===== src/rtl/vga_rect_arbiter.sv =====
// vga_rect_arbiter: shares the VGA adapter write port among NUM_REQ
// rectangle-fill clients. Clients are granted round-robin and the granted
// rectangle is rasterised at one pixel per clock, column fastest.
// Build option: define VGA_RECT_CLIP_EN to suppress pixels that fall outside
// SCREEN_W x SCREEN_H (the sweep still takes w*h cycles).
module vga_rect_arbiter #(
    parameter int unsigned NUM_REQ  = 3,
    parameter int unsigned SCREEN_W = 160,
    parameter int unsigned SCREEN_H = 120
) (
    input  logic                  CLOCK_50,
    input  logic                  resetn,
    input  logic [NUM_REQ-1:0]    req_valid,
    output logic [NUM_REQ-1:0]    req_ready,
    input  logic [8*NUM_REQ-1:0]  req_x0,
    input  logic [7*NUM_REQ-1:0]  req_y0,
    input  logic [8*NUM_REQ-1:0]  req_w,
    input  logic [7*NUM_REQ-1:0]  req_h,
    input  logic [24*NUM_REQ-1:0] req_color,
    output logic [7:0]            VGA_X,
    output logic [6:0]            VGA_Y,
    output logic [23:0]           VGA_COLOR,
    output logic                  plot,
    output logic                  busy,
    output logic [NUM_REQ-1:0]    done
);
    localparam int unsigned XW = 8;
    localparam int unsigned YW = 7;
    localparam int unsigned CW = 24;
    localparam int unsigned IW = (NUM_REQ > 1) ? $clog2(NUM_REQ) : 1;
    // The carry bit of each coordinate sum is only needed by the clip check.
`ifdef VGA_RECT_CLIP_EN
    localparam int unsigned XSW = XW + 1;
    localparam int unsigned YSW = YW + 1;
`else
    localparam int unsigned XSW = XW;
    localparam int unsigned YSW = YW;
`endif

    typedef enum logic {IDLE = 1'b0, DRAW = 1'b1} state_t;

    state_t             state, state_d;
    logic [IW-1:0]      last_grant, last_grant_d;
    logic [XW-1:0]      x0, x0_d, w, w_d, col, col_d;
    logic [YW-1:0]      y0, y0_d, h, h_d, row, row_d;
    logic [CW-1:0]      color, color_d;
    logic               fin, fin_d;
    logic [NUM_REQ-1:0] req_ready_d, done_d, grant_oh;
    logic [XW-1:0]      vga_x_d;
    logic [YW-1:0]      vga_y_d;
    logic [CW-1:0]      vga_color_d;
    logic               plot_d, busy_d;

    logic [XW-1:0]      x0_a    [NUM_REQ];
    logic [YW-1:0]      y0_a    [NUM_REQ];
    logic [XW-1:0]      w_a     [NUM_REQ];
    logic [YW-1:0]      h_a     [NUM_REQ];
    logic [CW-1:0]      color_a [NUM_REQ];
    logic               found;
    logic [IW-1:0]      win;
    int unsigned        idx;
    logic [XSW-1:0]     xs;
    logic [YSW-1:0]     ys;

    assign grant_oh = NUM_REQ'(1) << last_grant;
    assign xs       = XSW'(x0) + XSW'(col);
    assign ys       = YSW'(y0) + YSW'(row);

    // Unpack the flat per-client request buses.
    always_comb begin
        for (int unsigned i = 0; i < NUM_REQ; i++) begin
            x0_a[i]    = req_x0[XW*i +: XW];
            y0_a[i]    = req_y0[YW*i +: YW];
            w_a[i]     = req_w[XW*i +: XW];
            h_a[i]     = req_h[YW*i +: YW];
            color_a[i] = req_color[CW*i +: CW];
        end
    end

    // Round-robin search starting one past the last granted client.
    always_comb begin
        found = 1'b0;
        win   = '0;
        idx   = 0;
        for (int unsigned i = 0; i < NUM_REQ; i++) begin
            idx = 32'(last_grant) + 32'd1 + i;
            if (idx >= NUM_REQ) idx = idx - NUM_REQ;
            if (!found && req_valid[IW'(idx)]) begin
                found = 1'b1;
                win   = IW'(idx);
            end
        end
    end

    // Next-state and next-output logic.
    always_comb begin
        state_d      = state;
        last_grant_d = last_grant;
        x0_d         = x0;
        y0_d         = y0;
        w_d          = w;
        h_d          = h;
        color_d      = color;
        col_d        = col;
        row_d        = row;
        fin_d        = fin;
        req_ready_d  = '0;
        done_d       = '0;
        plot_d       = 1'b0;
        busy_d       = 1'b0;
        vga_x_d      = VGA_X;
        vga_y_d      = VGA_Y;
        vga_color_d  = VGA_COLOR;
        case (state)
            IDLE: begin
                // A ready seen while still IDLE means a zero-size grant: the
                // client still holds valid this cycle, so finish it instead of re-arbitrating.
                if (|req_ready) begin
                    done_d = req_ready;
                end else if (found) begin
                    req_ready_d  = NUM_REQ'(1) << win;
                    last_grant_d = win;
                    x0_d         = x0_a[win];
                    y0_d         = y0_a[win];
                    w_d          = w_a[win];
                    h_d          = h_a[win];
                    color_d      = color_a[win];
                    col_d        = '0;
                    row_d        = '0;
                    fin_d        = 1'b0;
                    if (w_a[win] != '0 && h_a[win] != '0) state_d = DRAW;
                end
            end
            DRAW: begin
                if (fin) begin
                    done_d  = grant_oh;
                    state_d = IDLE;
                end else begin
                    busy_d = 1'b1;
`ifdef VGA_RECT_CLIP_EN
                    if (xs < XSW'(SCREEN_W) && ys < YSW'(SCREEN_H)) begin
                        plot_d      = 1'b1;
                        vga_x_d     = xs[XW-1:0];
                        vga_y_d     = ys[YW-1:0];
                        vga_color_d = color;
                    end
`else
                    plot_d      = 1'b1;
                    vga_x_d     = xs;
                    vga_y_d     = ys;
                    vga_color_d = color;
`endif
                    if (col == w - 8'd1) begin
                        col_d = '0;
                        if (row == h - 7'd1) fin_d = 1'b1;
                        else                 row_d = row + 7'd1;
                    end else begin
                        col_d = col + 8'd1;
                    end
                end
            end
            default: state_d = IDLE;
        endcase
    end

    // State and registered outputs; the pointer resets so client 0 wins first.
    always_ff @(posedge CLOCK_50 or negedge resetn) begin
        if (!resetn) begin
            state      <= IDLE;
            last_grant <= IW'(NUM_REQ - 1);
            x0         <= '0;
            y0         <= '0;
            w          <= '0;
            h          <= '0;
            color      <= '0;
            col        <= '0;
            row        <= '0;
            fin        <= 1'b0;
            req_ready  <= '0;
            done       <= '0;
            plot       <= 1'b0;
            busy       <= 1'b0;
            VGA_X      <= '0;
            VGA_Y      <= '0;
            VGA_COLOR  <= '0;
        end else begin
            state      <= state_d;
            last_grant <= last_grant_d;
            x0         <= x0_d;
            y0         <= y0_d;
            w          <= w_d;
            h          <= h_d;
            color      <= color_d;
            col        <= col_d;
            row        <= row_d;
            fin        <= fin_d;
            req_ready  <= req_ready_d;
            done       <= done_d;
            plot       <= plot_d;
            busy       <= busy_d;
            VGA_X      <= vga_x_d;
            VGA_Y      <= vga_y_d;
            VGA_COLOR  <= vga_color_d;
        end
    end

endmodule


===== config.mk =====
export PLATFORM = sky130hd
export DESIGN_NAME = vga_rect_arbiter
export DESIGN_NICKNAME = d
export VERILOG_FILES = /design/src/rtl/vga_rect_arbiter.sv
export SDC_FILE = /design/constraint.sdc
export NUM_CORES = 1
export LEC_CHECK = 0
export CORE_ASPECT_RATIO = 1.2
export CORE_MARGIN = 4
export CORE_UTILIZATION = 47
export CTS_CLUSTER_SIZE = 40
export DETAILED_ROUTE_END_ITERATION = 6
export GPL_ROUTABILITY_DRIVEN = 0
export PLACE_DENSITY = 0.85
export SLEW_MARGIN = 30
export SYNTH_ARGS = -nofsm -noshare
export SYNTH_HDL_FRONTEND = slang
export SYNTH_SLANG_ARGS = --single-unit
export TNS_END_PERCENT = 1

===== constraint.sdc =====
create_clock -name CLOCK_50 -period 3.69 [get_ports CLOCK_50]
set_input_delay 0.738 -clock CLOCK_50 [delete_from_list [all_inputs] [get_ports CLOCK_50]]
set_output_delay 0.738 -clock CLOCK_50 [all_outputs]
set_load 0.005 [all_outputs]

==> implementation parameters, run 1 <==
Parameter                              Value

Status
  Outcome    finished clean

Routing
  Routed met1 length    slightly above 7000 um
  DRC violations left    0
  Total wire length after detailed routing    18,800 um
  Highest metal used    met4
  Met2 WL post-DR    9470 um
  Starting DRC count in detailed routing    approximately 310
  Total number of vias    slightly above 6,000
  Post-DRT Antenna Nets    0
  Number of search-and-repair iterations in the first detailed-routing pass    5
  Via/cell ratio    approximately 5.3
  Metal3 WL    1470 um
  Average wire per standard cell    ~16 um

Clock network
  CTS Hold Bufs    0
  TritonCTS buffer count    17
  Setup Fix Bufs, Post-CTS    0
  TritonCTS Sinks    119
  Clock tree from TritonCTS    done
  Post-cts gate resize count    0
  Root buffer selected by CTS    sky130_fd_sc_hd__clkbuf_16
  Clock slew at reported path FFs    roughly 60 ps
  CTS H-Tree Depth    4
  Clk_lat worst skew    between 400 and 500 ps
  Deepest clock path buffer count    2

Synth
  Mean instance size in the synthesized netlist    about 8.7 um2
  Top-count cell post-synth    sky130_fd_sc_hd__nand2_1
  Netlist cell types    between 50 and 60
  Area fraction of the dominant cell type after synthesis    0.438
  Fraction of the yosys area taken by sequential cells    0.442
  Count of warnings emitted by yosys    0
  Post-synth EDFFs    0
  Flops & latches, synth    about 120
  Async SR Flop Fraction    1.00
  Commonest cells post-synth    197 x sky130_fd_sc_hd__nand2_1, 127 x sky130_fd_sc_hd__o21ai_0, 118 x sky130_fd_sc_hd__dfrtp_1
  Main synth FF type    sky130_fd_sc_hd__dfrtp_1
  Cell types with the largest area share after synthesis    sky130_fd_sc_hd__dfrtp_1 44%, sky130_fd_sc_hd__nand2_1 11%, sky130_fd_sc_hd__o21ai_0 9.4%
  Synth area leader    sky130_fd_sc_hd__dfrtp_1
  Gate count after technology mapping    approximately 780
  Syn Std Cell Area    roughly 6700 um2
  Synthesized netlist net count    about 970

Power
  Logic gate share of total power    0.535
  Power Density    just over 900 nW/um2
  Cell-internal power    ~5.2 mW
  Leakage component of the power    ~4.4 nW
  Share of total power consumed by net switching    0.411
  Sequential cell fraction of total power    0.282
  Total power    roughly 8.9 mW
  Highest ir drop seen on vdd    ~0.49 mV
  Reported net switching power    3.64 mW
  Clock share of power    0.183

Timing
  Setup repair after global routing missed its margin    false
  Setup TNS    0 ps
  Final setup violation count    0
  Hold Vio Cnt, Final    0
  Worst relative slew slack    0.513
  Timing-limited maximum frequency    296 MHz
  Share of the clock period used by the worst path after layout    0.917
  Transition time of the tightest slew-check pin    roughly 730 ps
  Minimum clock period    approximately 3400 ps
  Final max-slew violation count    0
  Setup skew after layout    about 9.6 ps

Floorplan
  Core area    between 10,000 and 15,000 um2
  Die height    approximately 140 um
  Number of cell rows    47
  I/O pin total    roughly 210
  Floorplan die width    between 100 and 150 um
  Starting utilization of the core area    0.484
  Overall die area    between 15,000 and 20,000 um2

Setup path
  CP required    about 4000 ps
  Critical setup path kind    register to register
  Cell breakdown of the critical path    or4_4, or4b_1, and3_1, o31a_1, o21a_1, a211o_1, or3_1, a21boi_0
  Critical path endpoint category    register
  Launching element type of the critical path    register
  Number of buffer and inverter instances along the worst setup path    0
  Kind of cell with the highest combined delay on the critical path    simple AND/OR/NAND/NOR gates
  Maximum fanout encountered on the critical timing path    14
  Largest stage delay on the critical path    approximately 560 ps
  Cell with the largest stage delay on the worst path    sky130_fd_sc_hd__or4_4
  Arrival @ worst endpoint    around 3700 ps

GRT
  Vias in the first global route    around 6,000
  Number of antenna violations at the first check in global routing    1
  First-pass GRT wire length    30,500 um
  Pin count of the biggest net entering global routing    between 80 and 90
  GRT Total Usage    0.233
  Total gr overflow    0

Placement
  Count of input and output buffers    ~210
  Post-DP HPWL    14,300 um

Final layout
  Nets    1,166
  Fraction of final layout cells with drive strength greater than 1    0.0647
  Syn-to-layout area delta    43.2%

Flow run
  Max Cap Violations    0

Hold path
  HP Class    input port to asynchronous set/reset pin
[layer usage]
metal	track usage	vias to the layer above
met4	0.116	0
met1	0.260	2825
met5	0	-
met3	0.0681	44
met2	0.407	216
li1	-	3052
[power by group through the flow]
stage,clock network (mW),registers (mW),logic [mW]
2_1_floorplan,0,2.37,3.24
3_3_place_gp,0,2.47,4.62
3_5_place_dp,0,2.50,4.78
4_1_cts,1.65,2.49,4.81
5_1_grt,1.72,2.58,5.36
6_report,1.62,2.50,4.75
[cells by family (layout without fill, tap and decap cells)]
logic type	after synthesis	count (layout)	share of synthesized area
AOI/OAI and AO/OA	183	183	0.151
xor gates and xnor gates	37	37	0.0481
adders and majority gates	23	23	0.0449
buffers and inverters	69	282	0.0401
DFF	119	119	0.442
muxes	62	62	0.0939
other	0	1	0
and+or+nand+nor	283	283	0.180
[flip-flops by register name, summed over array words and instances, names as in the netlist]
signal,flops
req_ready,3
x0,8
VGA_Y,7
row,7
VGA_COLOR,24
y0,7
busy,1
state,1
fin,1
VGA_X,8
h,7
done,3
last_grant,2
w,8
color,24
col,8
[cell type report]
class	count	area, um2
antenna	1	2.50
clock buffer	18	439
clock inverter	14	151
fill	1078	4280
inverter	23	86.3
multi-input combinational	588	3520
sequential	119	2980
tap	171	214
timing repair buffer	227	2260
[path summary, 6_finish.rpt]
kind	start	end	slack [ps]	depth (start not counted)
setup / recovery	w[0]	row[5]	310	8
min in group CLOCK_50	color[15]	VGA_COLOR[15]	470	2
max in group asynchronous	resetn	last_grant[1]	2460	2
hold / removal	resetn	VGA_X[2]	360	1
setup reg to reg	w[0]	row[5]	310	8
hold reg to reg	color[15]	VGA_COLOR[15]	470	2
[placed cells by master (no fill, tap or decap), types with 21 or more instances in the layout]
cell type / synthesis / final
sky130_fd_sc_hd__a21oi_1: 21 / 21
sky130_fd_sc_hd__clkdlybuf4s50_1: 0 / 212
sky130_fd_sc_hd__dfrtp_1: 118 / 118
sky130_fd_sc_hd__ha_1: 21 / 21
sky130_fd_sc_hd__inv_1: 23 / 23
sky130_fd_sc_hd__mux2i_1: 52 / 52
sky130_fd_sc_hd__nand2_1: 197 / 197
sky130_fd_sc_hd__nor2_1: 23 / 23
sky130_fd_sc_hd__o21ai_0: 127 / 127
[worst register-to-register path, stage by stage (launching register included)]
cell and delay, ps:
sky130_fd_sc_hd__dfrtp_1 440, sky130_fd_sc_hd__or4_4 560, sky130_fd_sc_hd__or4b_1 550, sky130_fd_sc_hd__and3_1 210
sky130_fd_sc_hd__o31a_1 250, sky130_fd_sc_hd__o21a_1 240, sky130_fd_sc_hd__a211o_1 440, sky130_fd_sc_hd__or3_1 400
sky130_fd_sc_hd__a21boi_0 210
[metrics by stage]
step	area, um2	hold slack, ps	utilization	setup slack [ps]	instances
3_3_place_gp	9060	446	0.650	332	1128
3_5_place_dp	9060	460	0.650	214	1128
6_report	9660	357	0.693	308	1161
2_1_floorplan	6740	439	-	551	776
5_1_grt	9660	418	0.693	160	1161
4_1_cts	9650	388	0.693	325	1160
Power figures use the tool's default switching activity.
==> inputs of run 2 (changes only) <==
--- a/config.mk
+++ b/config.mk
@@ -10,7 +10,6 @@
 export CORE_UTILIZATION = 47
 export CTS_CLUSTER_SIZE = 40
 export DETAILED_ROUTE_END_ITERATION = 6
-export GPL_ROUTABILITY_DRIVEN = 0
 export PLACE_DENSITY = 0.85
 export SLEW_MARGIN = 30
 export SYNTH_ARGS = -nofsm -noshare
==> results of run 2 <==
The final DEF is identical to that of run 1; final timing and power are the same.
